==> src/rtl/cim_pkg.sv <==
// Shared CIM definitions: default tile widths, output-buffer state encoding and
// an unsigned saturate helper.
package cim_pkg;

    localparam int unsigned CIM_DATA_WIDTH = 8;
    localparam int unsigned CIM_XBAR_SIZE  = 128;
    localparam int unsigned CIM_V_TILES    = 1;
    localparam int unsigned CIM_ADC_WIDTH  = 8;
    localparam int unsigned CIM_OUT_SHIFT  = 8;

    typedef enum logic [1:0] {
        IDLE,
        ACCUM,
        QUANT,
        DRAIN
    } obuf_state_t;

    // Clamp an unsigned value to the largest code representable in w bits.
    function automatic logic [63:0] sat_u(input logic [63:0] v, input int unsigned w);
        logic [63:0] lim;
        lim = (64'(1) << w) - 64'(1);
        return (v > lim) ? lim : v;
    endfunction

endpackage

==> src/rtl/fc_obuf_if.sv <==
// Crossbar-result input and next-layer write port of the FC output buffer.
interface fc_obuf_if
    import cim_pkg::*;
#(
    parameter int unsigned DATA_WIDTH = CIM_DATA_WIDTH,
    parameter int unsigned XBAR_SIZE  = CIM_XBAR_SIZE,
    parameter int unsigned V_TILES    = CIM_V_TILES,
    parameter int unsigned ADC_WIDTH  = CIM_ADC_WIDTH
);
    logic                                    i_start;
    logic                                    i_valid;
    logic [V_TILES*XBAR_SIZE*ADC_WIDTH-1:0]  i_adc_data;
    logic                                    i_stall;
    logic                                    o_we;
    logic [DATA_WIDTH-1:0]                   o_data;
    logic                                    o_busy;
    logic                                    o_done;

    modport master (
        output i_start, i_valid, i_adc_data, i_stall,
        input  o_we, o_data, o_busy, o_done
    );

    modport slave (
        input  i_start, i_valid, i_adc_data, i_stall,
        output o_we, o_data, o_busy, o_done
    );

endinterface

==> src/rtl/fc_obuf_lane.sv <==
// One output element: bit-slice recombination, shift-accumulate over input
// bit-planes and requantize/saturate.
module fc_obuf_lane
    import cim_pkg::*;
#(
    parameter int unsigned DATA_WIDTH = CIM_DATA_WIDTH,
    parameter int unsigned V_TILES    = CIM_V_TILES,
    parameter int unsigned ADC_WIDTH  = CIM_ADC_WIDTH,
    parameter int unsigned OUT_SHIFT  = CIM_OUT_SHIFT,
    parameter int unsigned ACC_WIDTH  = ADC_WIDTH + 2*DATA_WIDTH + 1,
    parameter int unsigned BCW        = 4
) (
    input  logic                                  clk,
    input  logic                                  rst,
    input  logic                                  clr,
    input  logic                                  acc_en,
    input  logic [BCW-1:0]                        bit_cnt,
    input  logic [V_TILES*DATA_WIDTH*ADC_WIDTH-1:0] cols,
    input  logic                                  quant_en,
    output logic [DATA_WIDTH-1:0]                 q
);

    logic [ACC_WIDTH-1:0]  psum;
    logic [ACC_WIDTH-1:0]  acc;
    logic [ACC_WIDTH-1:0]  acc_shr;
    logic [DATA_WIDTH-1:0] q_sat;

    // Column b of each tile carries weight bit b.
    always_comb begin
        psum = '0;
        for (int v = 0; v < int'(V_TILES); v++) begin
            for (int b = 0; b < int'(DATA_WIDTH); b++) begin
                psum = psum + (ACC_WIDTH'(cols[(v*int'(DATA_WIDTH) + b)*int'(ADC_WIDTH) +: ADC_WIDTH]) << b);
            end
        end
    end

    always_comb begin
        acc_shr = acc >> OUT_SHIFT;
        q_sat   = DATA_WIDTH'(sat_u(64'(acc_shr), DATA_WIDTH));
    end

    always_ff @(posedge clk) begin
        if (rst) begin
            acc <= '0;
            q   <= '0;
        end else begin
            if (clr) begin
                acc <= '0;
            end else if (acc_en) begin
                acc <= acc + (psum << bit_cnt);
            end
            if (quant_en) begin
                q <= q_sat;
            end
        end
    end

endmodule

==> src/rtl/fc_obuf.sv <==
// FC-layer output buffer: accumulates bit-serial crossbar results per element,
// requantizes, and drains highest element first into the next input buffer.
module fc_obuf
    import cim_pkg::*;
#(
    parameter int unsigned DATA_WIDTH = CIM_DATA_WIDTH,
    parameter int unsigned XBAR_SIZE  = CIM_XBAR_SIZE,
    parameter int unsigned V_TILES    = CIM_V_TILES,
    parameter int unsigned ADC_WIDTH  = CIM_ADC_WIDTH,
    parameter int unsigned OUT_SHIFT  = CIM_OUT_SHIFT
) (
    input  logic     clk,
    input  logic     rst,
    fc_obuf_if.slave bus
);

    localparam int unsigned FIFO_LENGTH = XBAR_SIZE / DATA_WIDTH;
    localparam int unsigned ACC_WIDTH   = ADC_WIDTH + 2*DATA_WIDTH + $clog2(V_TILES) + 1;
    localparam int unsigned BCW         = $clog2(DATA_WIDTH + 1);
    localparam int unsigned OCW         = $clog2(FIFO_LENGTH + 1);
    localparam int unsigned TILE_W      = DATA_WIDTH * ADC_WIDTH;
    localparam int unsigned LANE_W      = V_TILES * TILE_W;

    obuf_state_t           state, state_n;
    logic [BCW-1:0]        bit_cnt, bit_cnt_n;
    logic [OCW-1:0]        out_cnt, out_cnt_n;
    logic                  we_q, we_n;
    logic [DATA_WIDTH-1:0] data_q, data_n;
    logic                  busy_q, busy_n;
    logic                  done_q, done_n;
    logic                  lane_clr, lane_acc, lane_quant;
    logic [DATA_WIDTH-1:0] lane_q [FIFO_LENGTH];
    logic [DATA_WIDTH-1:0] drain_sel;

    for (genvar e = 0; e < FIFO_LENGTH; e++) begin : g_lane
        logic [LANE_W-1:0] cols;
        for (genvar v = 0; v < V_TILES; v++) begin : g_tile
            assign cols[v*TILE_W +: TILE_W] =
                bus.i_adc_data[(v*XBAR_SIZE + e*DATA_WIDTH)*ADC_WIDTH +: TILE_W];
        end
        fc_obuf_lane #(
            .DATA_WIDTH (DATA_WIDTH),
            .V_TILES    (V_TILES),
            .ADC_WIDTH  (ADC_WIDTH),
            .OUT_SHIFT  (OUT_SHIFT),
            .ACC_WIDTH  (ACC_WIDTH),
            .BCW        (BCW)
        ) u_lane (
            .clk      (clk),
            .rst      (rst),
            .clr      (lane_clr),
            .acc_en   (lane_acc),
            .bit_cnt  (bit_cnt),
            .cols     (cols),
            .quant_en (lane_quant),
            .q        (lane_q[e])
        );
    end

    // Element FIFO_LENGTH-1-out_cnt goes out next.
    always_comb begin
        drain_sel = '0;
        for (int e = 0; e < int'(FIFO_LENGTH); e++) begin
            if (OCW'(int'(FIFO_LENGTH) - 1 - e) == out_cnt) begin
                drain_sel = lane_q[e];
            end
        end
    end

    always_comb begin
        state_n    = state;
        bit_cnt_n  = bit_cnt;
        out_cnt_n  = out_cnt;
        we_n       = 1'b0;
        data_n     = data_q;
        done_n     = 1'b0;
        lane_clr   = 1'b0;
        lane_acc   = 1'b0;
        lane_quant = 1'b0;
        case (state)
            IDLE: begin
                lane_clr  = 1'b1;
                bit_cnt_n = '0;
                // A start coinciding with the visible done pulse is dropped.
                if (bus.i_start && !done_q) begin
                    state_n = ACCUM;
                end
            end
            ACCUM: begin
                if (bus.i_valid) begin
                    lane_acc  = 1'b1;
                    bit_cnt_n = bit_cnt + BCW'(1);
                    if (bit_cnt == BCW'(DATA_WIDTH - 1)) begin
                        state_n = QUANT;
                    end
                end
            end
            QUANT: begin
                lane_quant = 1'b1;
                out_cnt_n  = '0;
                state_n    = DRAIN;
            end
            DRAIN: begin
                if (out_cnt == OCW'(FIFO_LENGTH)) begin
                    done_n  = 1'b1;
                    state_n = IDLE;
                end else if (!bus.i_stall) begin
                    we_n      = 1'b1;
                    data_n    = drain_sel;
                    out_cnt_n = out_cnt + OCW'(1);
                end
            end
            default: state_n = IDLE;
        endcase
        busy_n = (state_n != IDLE);
    end

    always_ff @(posedge clk) begin
        if (rst) begin
            state   <= IDLE;
            bit_cnt <= '0;
            out_cnt <= '0;
            we_q    <= 1'b0;
            data_q  <= '0;
            busy_q  <= 1'b0;
            done_q  <= 1'b0;
        end else begin
            state   <= state_n;
            bit_cnt <= bit_cnt_n;
            out_cnt <= out_cnt_n;
            we_q    <= we_n;
            data_q  <= data_n;
            busy_q  <= busy_n;
            done_q  <= done_n;
        end
    end

    assign bus.o_we   = we_q;
    assign bus.o_data = data_q;
    assign bus.o_busy = busy_q;
    assign bus.o_done = done_q;

endmodule

==> src/flat_wrapper.sv <==
// flat-port wrapper written by rule: the top's interface ports become plain ports
module fc_obuf_flat import cim_pkg::*;
#(
    parameter int unsigned DATA_WIDTH = CIM_DATA_WIDTH,
    parameter int unsigned XBAR_SIZE  = CIM_XBAR_SIZE,
    parameter int unsigned V_TILES    = CIM_V_TILES,
    parameter int unsigned ADC_WIDTH  = CIM_ADC_WIDTH,
    parameter int unsigned OUT_SHIFT  = CIM_OUT_SHIFT
)
  (clk, rst, bus_i_start, bus_i_valid, bus_i_adc_data, bus_i_stall, bus_o_we, bus_o_data, bus_o_busy, bus_o_done);
  fc_obuf_if #(.DATA_WIDTH(DATA_WIDTH), .XBAR_SIZE(XBAR_SIZE), .V_TILES(V_TILES), .ADC_WIDTH(ADC_WIDTH)) bus_i ();
  input  logic clk;
  input  logic rst;
  input wire logic [$bits(bus_i.i_start)-1:0] bus_i_start;
  input wire logic [$bits(bus_i.i_valid)-1:0] bus_i_valid;
  input wire logic [$bits(bus_i.i_adc_data)-1:0] bus_i_adc_data;
  input wire logic [$bits(bus_i.i_stall)-1:0] bus_i_stall;
  output wire logic [$bits(bus_i.o_we)-1:0] bus_o_we;
  output wire logic [$bits(bus_i.o_data)-1:0] bus_o_data;
  output wire logic [$bits(bus_i.o_busy)-1:0] bus_o_busy;
  output wire logic [$bits(bus_i.o_done)-1:0] bus_o_done;
  assign bus_i.i_start = bus_i_start;
  assign bus_i.i_valid = bus_i_valid;
  assign bus_i.i_adc_data = bus_i_adc_data;
  assign bus_i.i_stall = bus_i_stall;
  assign bus_o_we = bus_i.o_we;
  assign bus_o_data = bus_i.o_data;
  assign bus_o_busy = bus_i.o_busy;
  assign bus_o_done = bus_i.o_done;
  fc_obuf #(.DATA_WIDTH(DATA_WIDTH), .XBAR_SIZE(XBAR_SIZE), .V_TILES(V_TILES), .ADC_WIDTH(ADC_WIDTH), .OUT_SHIFT(OUT_SHIFT)) u_core (.clk(clk), .rst(rst), .bus(bus_i));
endmodule
==> config.mk <==
export PLATFORM = sky130hd
export DESIGN_NAME = fc_obuf_flat
export DESIGN_NICKNAME = d
export VERILOG_FILES = /design/src/rtl/cim_pkg.sv /design/src/rtl/fc_obuf_if.sv /design/src/rtl/fc_obuf_lane.sv /design/src/rtl/fc_obuf.sv /design/src/flat_wrapper.sv
export SDC_FILE = /design/constraint.sdc
export NUM_CORES = 2
export LEC_CHECK = 0
export CAP_MARGIN = 20
export CORE_ASPECT_RATIO = 2
export CORE_UTILIZATION = 38
export DETAILED_ROUTE_END_ITERATION = 10
export RECOVER_POWER = 100
export SYNTH_ARGS = -nofsm -noshare
export SYNTH_HDL_FRONTEND = slang
export SYNTH_SLANG_ARGS = --single-unit
==> constraint.sdc <==
create_clock -name clk -period 8.1 [get_ports clk]
set_input_delay 0.81 -clock clk [delete_from_list [all_inputs] [get_ports clk]]
set_output_delay 0.81 -clock clk [all_outputs]
set_load 0.02 [all_outputs]
**Word-level counts from Yosys, hierarchy flattened**

Cells that the tools add are included.
W data, S select, Z words.

- $add $sub $neg: 130
- Order comparisons: 16
- Eq/ne operators: 23
- Shift operators: 16
- Multiplexer cells: 48
- Bitwise operators: 3
- Reductions and logical operators: 13

Operator list:

| cell | count |
|---|---|
| $add A25 B25 Y25 | 16 |
| $shl A16 B4 Y25 | 16 |
| $gt A17 B8 Y1 const B | 16 |
| $add A15 B15 Y16 | 16 |
| $mux W8 | 32 |
| $add A14 B14 Y15 | 16 |
| $add A13 B13 Y14 | 16 |
| $add A12 B12 Y13 | 16 |
| $add A11 B11 Y12 | 16 |
| $add A10 B10 Y11 | 16 |
| $add A8 B9 Y10 | 16 |
| $eq A4 B5 Y1 const A | 8 |
| $eq A3 B5 Y1 const A | 4 |
| $eq A2 B5 Y1 const A | 2 |
| $mux W5 | 2 |
| $pmux W5 S2 | 1 |
| $mux W2 | 4 |
| $pmux W2 S4 | 1 |
| $pmux W4 S2 | 1 |
| $mux W1 | 6 |
| $ne A2 B2 Y1 const B | 3 |
| $reduce_and A3 Y1 | 2 |
| $reduce_bool A2 Y1 | 3 |
| $add A5 B1 Y5 const B | 1 |
| other kinds (15) | 19 |

- Bits in registers: 550
- Input bits: 1029
- Logic and storage cells: 288

**Logic depth before layout (Yosys ltp)**

- Depth in word-level cells: 17
- Gate-level depth with buffers: 30
- Gate-level depth less buffers: 30

**By module**

Synthesis repeated with hierarchy kept, for this count alone.

- Cells, all modules: 10168
- Area total of the unflattened synthesis: 80902.6 um^2

Modules (own cells, without submodules):

| module | times used | cells an instance | area each (um^2) |
|---|---|---|---|
| fc_obuf_lane (u_core.g_lane[0].u_lane ...) | 7 | 615 | 4882.2 |
| fc_obuf_lane (u_core.g_lane[3].u_lane ...) | 6 | 606 | 4855.9 |
| fc_obuf_lane (u_core.g_lane[2].u_lane) | 1 | 620 | 4969.8 |
| fc_obuf_lane (u_core.g_lane[9].u_lane) | 1 | 594 | 4908.5 |
| fc_obuf_lane (u_core.g_lane[1].u_lane) | 1 | 618 | 4898.4 |
| fc_obuf | 1 | 395 | 2815.2 |

**Worst setup path after synthesis**

OpenSTA, ideal clock, no wires.

- Path type: input port to flip-flop
- Start point: input port bus_i_adc_data[26]
- End point: register u_core.g_lane[0].u_lane.acc[24]
- Setup time: 72 ps
- Arrival: 7206 ps
- Data required time: 8028 ps
- Setup slack: 823 ps
- Cell stages on the path: 26
- Buffers on the path: 0
- Cells stage by stage: inv_1 -> fa_1 -> inv_1 -> fa_1 -> fa_1 -> ha_1 -> ha_1 -> fa_1 -> a211oi_1 -> o21ai_0 -> a41o_1 -> a21oi_1 -> xnor2_1 -> nor2_1 -> a21oi_1 -> a21oi_1 -> mux2_2 -> mux2_2 -> ha_1 -> or2_2 -> a211oi_1 -> a211oi_1 -> o41a_1 -> or4_1 -> nand2_1 -> mux2i_1

- Cells in the longest elaborated chain, start to end: 7

Ends and longest elaborated chain:

| element | line | text |
|---|---|---|
| start: declaration | flat_wrapper.sv:16 | `input wire logic [$bits(bus_i.i_adc_data)-1:0] bus_i_adc_data;` |
| $add A11 B11 Y12 | fc_obuf_lane.sv:33 | `psum = psum + (ACC_WIDTH'(cols[(v*int'(DATA_WIDTH) + b)*int'(ADC_WIDTH) +: ADC_WIDTH]) << b);` |
| $add A12 B12 Y13 | fc_obuf_lane.sv:33 |  |
| $add A13 B13 Y14 | fc_obuf_lane.sv:33 |  |
| $add A14 B14 Y15 | fc_obuf_lane.sv:33 |  |
| $add A15 B15 Y16 | fc_obuf_lane.sv:33 |  |
| $shl A16 B4 Y25 | fc_obuf_lane.sv:51 | `acc <= acc + (psum << bit_cnt);` |
| $add A25 B25 Y25 | fc_obuf_lane.sv:51 |  |
| end signal: assignment | fc_obuf_lane.sv:51 |  |
| end: declaration | fc_obuf_lane.sv:24 | `logic [ACC_WIDTH-1:0] acc;` |

Every way passes these cells.
A chain may end at the register's enable or synchronous reset.

**Worst setup path in the final report**

- Start point: register u_core.bit_cnt[0]
- End point: register u_core.g_lane[11].u_lane.acc[17]

- Cells in the longest elaborated chain, start to end: 2

Ends and longest elaborated chain:

| element | line | text |
|---|---|---|
| start: declaration | fc_obuf.sv:25 | `logic [BCW-1:0] bit_cnt, bit_cnt_n;` |
| start signal: assignment | fc_obuf.sv:129 | `bit_cnt <= bit_cnt_n;` |
| $shl A16 B4 Y25 | fc_obuf_lane.sv:51 |  |
| $add A25 B25 Y25 | fc_obuf_lane.sv:51 |  |
| end signal: assignment | fc_obuf_lane.sv:51 |  |
| end: declaration | fc_obuf_lane.sv:24 |  |

Every way passes these cells.

==> run summary <==
Synthesized net count - 12300
Psw - 17.8 mW
GR Util All Layers - 30.9%
Cts hold-fix bufs - 0
Logic pwr share - 83.5%
#FFs+latches synth - 550
Worst Path Max Fanout - 157
CP endpoint kind - flip-flop
Fmax achieved - 0.127 GHz
Hold Path Cell Cnt - 2
Initial antenna violation count - 47
Initial drt markers - 4874
Failing checks - capacitance limit, slew limit
Post-CTS setup buffers - 0
Clk slew on worst S/H paths - 0.08 ns
Final Instance Area - 94300 um2
Leakage power - 44.3 nW
Fin. Hold Viols - 0
Multi-input gate area - 59100 um2
Final Max Slew Viols - 596
Critical path data arrival time - 8.48 ns
Peak supply drop - 183 uV
Detailed Route WL - 323000 um
Status - finished, violations left
Largest net degree at the start of global routing - 173
IO Count - 1040
Post-synth cell types - 98
Placed Area - 92500 um2
Fin util - 47.2%
Post-route ant nets - 0
Pwr per Cell Area - 369 nW/um2
Sequential power share - 8.2%
Tmin final - 7.88 ns
Post-route DRC - 0
Drt pass-1 iters - 6
Commonest non-fill, non-tap cells in the layout - 1277 x inv_1, 1015 x clkdlybuf4s50_1, 994 x nand2_1
Vias in the first global route - 77700
Cell internal pwr - 17.1 mW
Clock Skew - 0.0387 ns
Tightest Pin Transition - 4.73 ns
Total core area - 200000 um2
DR vias/cell - 5.56
CTS buffer count - 56
YS warnings - 0
Mean post-synth cell area - 7.81 um2
Hold slack - 0.458 ns
Die height - 636 um
Wirelength per Cell - 23.7 um
Nets - 13500
# fillers - 19900
Die X - 319 um
Final setup vio count - 0
Post-place setup slack - -0.590 ns
First-pass GRT wire length - 475000 um
Sink Count - 550
Vias - 75900
Worst Hold Class - reg -> reg
EDFF count, synth - 0
CTS tree - yes
Most used DFF post-synth - dfxtp_1
Port Buffers - 1039
Max Cap Viol - 11
Layout overhead on the synthesized area - 23.3%
GR Overflow Total - 0
Setup crit start kind - flip-flop
Slew headroom - -215%
Worst-skew pair later-pin latency - 0.70 ns
Post-CTS Resized - 0
Sw Ratio - 51.0%
Register area - 11000 um2
Async set-or-reset flop fraction in the synthesized netlist - 0%
Post-Synthesis Cell Area - 76500 um2
HPWL Detailed - 267000 um
Worst path required time - 8.70 ns
Initial Util - 38.3%
Post-Synthesis Cells - 9797
CTS root buffer - clkbuf_16
CTS Buffer Depth - 3
Routability Congestion - 1.03
Reg2Reg Depth - 17
Die footprint - 203000 um2
Clock Power Share - 8.3%
Final period utilization - 97.2%
RSZ-0062 raised after global routing - false
Final WS setup - 0.223 ns
Share of cells above drive strength 1 - 7.16%
Row cnt - 232
Setup tns final - 0 ns
Commonest non-fill, non-tap cell in the layout - inv_1
WS Path Type - reg -> reg
Seq/Total Area, Yosys - 14.4%
H-Tree Depth - 2
[state kept, by name, summed over array words and instances, names as in the netlist, 2 cells and up]
register / flops
u_core.bit_cnt: 4
u_core.bus.o_data: 8
u_core.state: 2
u_core.g_lane.u_lane.acc: 400
u_core.out_cnt: 5
u_core.g_lane.u_lane.q: 128
[cells in the mapped netlist (all sizes together) (88+ instances only)]
cell	number	share of area, %
mux2i	221	2.9
o21ai	501	3.3
nor3	261	1.7
xnor2	251	2.9
ha	886	14
a21o	173	1.7
clkbuf	300	1.6
nand2	999	4.9
inv	1279	6.3
fa	624	16
a211oi	150	1.5
xor2	158	1.8
nand2b	97	0.79
o21a	88	0.86
nor2	980	4.8
o22ai	93	0.76
a21oi	875	5.7
nand3	101	0.66
dfxtp	550	14
mux2	99	1.5
[routing by layer]
metal	track usage [%]	part of all wire, %
met4	21.7	7.8
met2	54.6	49
met3	4.31	5.7
met5	0	0.029
met1	34.0	37
[stage by stage]
step / cells / total power [mW]
6_report: 13600 / 34.8
5_1_grt: 13600 / 37.8
4_1_cts: 13600 / 34.7
3_5_place_dp: 13500 / 31.6
3_3_place_gp: 13500 / 31.2
2_1_floorplan: 9797 / 21.6
[cell type report]
type | instances | share of cell area, %
multi-input combinational | 7583 | 62.7
timing repair buffer | 1522 | 14.9
sequential | 550 | 11.7
inverter | 1281 | 5.12
tap | 2574 | 3.42
clock buffer | 70 | 1.61
clock inverter | 35 | 0.427
antenna | 27 | 0.0717
[power by group through the flow]
stage | Combinational [mW] | Sequential [mW] | Clock [mW]
final | 29.1 | 2.85 | 2.89
after global routing | 31.9 | 2.86 | 3.03
after CTS | 28.9 | 2.85 | 2.95
after detailed placement | 28.7 | 2.91 | 0
after global placement | 28.3 | 2.91 | 0
after floorplan | 18.8 | 2.88 | 0
[worst max-delay path, stage by stage (launching register included)]
cell	delay, ns
dfxtp_1	0.39
buf_12	0.30
nor2_1	2.40
clkbuf_1	1.09
buf_4	0.39
a31oi_1	0.22
nor2_1	0.23
ha_1	0.27
o21a_1	0.15
a2111oi_0	0.63
o22ai_1	0.34
a211oi_1	0.43
clkbuf_1	0.19
o21bai_1	0.08
a21oi_1	0.22
xnor2_1	0.14
nand2_1	0.07
a21oi_1	0.18
[worst paths after layout]
check / start / end / slack, ns
max: u_core.bit_cnt[0] / u_core.g_lane[11].u_lane.acc[17] / 0.22
min: u_core.g_lane[0].u_lane.acc[5] / u_core.g_lane[0].u_lane.acc[5] / 0.46
max reg2reg: u_core.bit_cnt[0] / u_core.g_lane[11].u_lane.acc[17] / 0.22
min reg2reg: u_core.g_lane[0].u_lane.acc[5] / u_core.g_lane[0].u_lane.acc[5] / 0.46
[logic make-up (layout without fill, tap and decap cells)]
kind of cell,count (synthesis),in the layout,synth area share [%]
simple gates,2913,2913,17.0
compound gates,2400,2400,19.5
buf+inv,1664,2908,8.39
fa+ha+maj,1510,1510,30.8
flops,550,550,14.4
xor+xnor,409,409,4.68
mux,351,351,5.26
other cells,0,27,0
No activity file was read; power rests on OpenSTA's default activity.
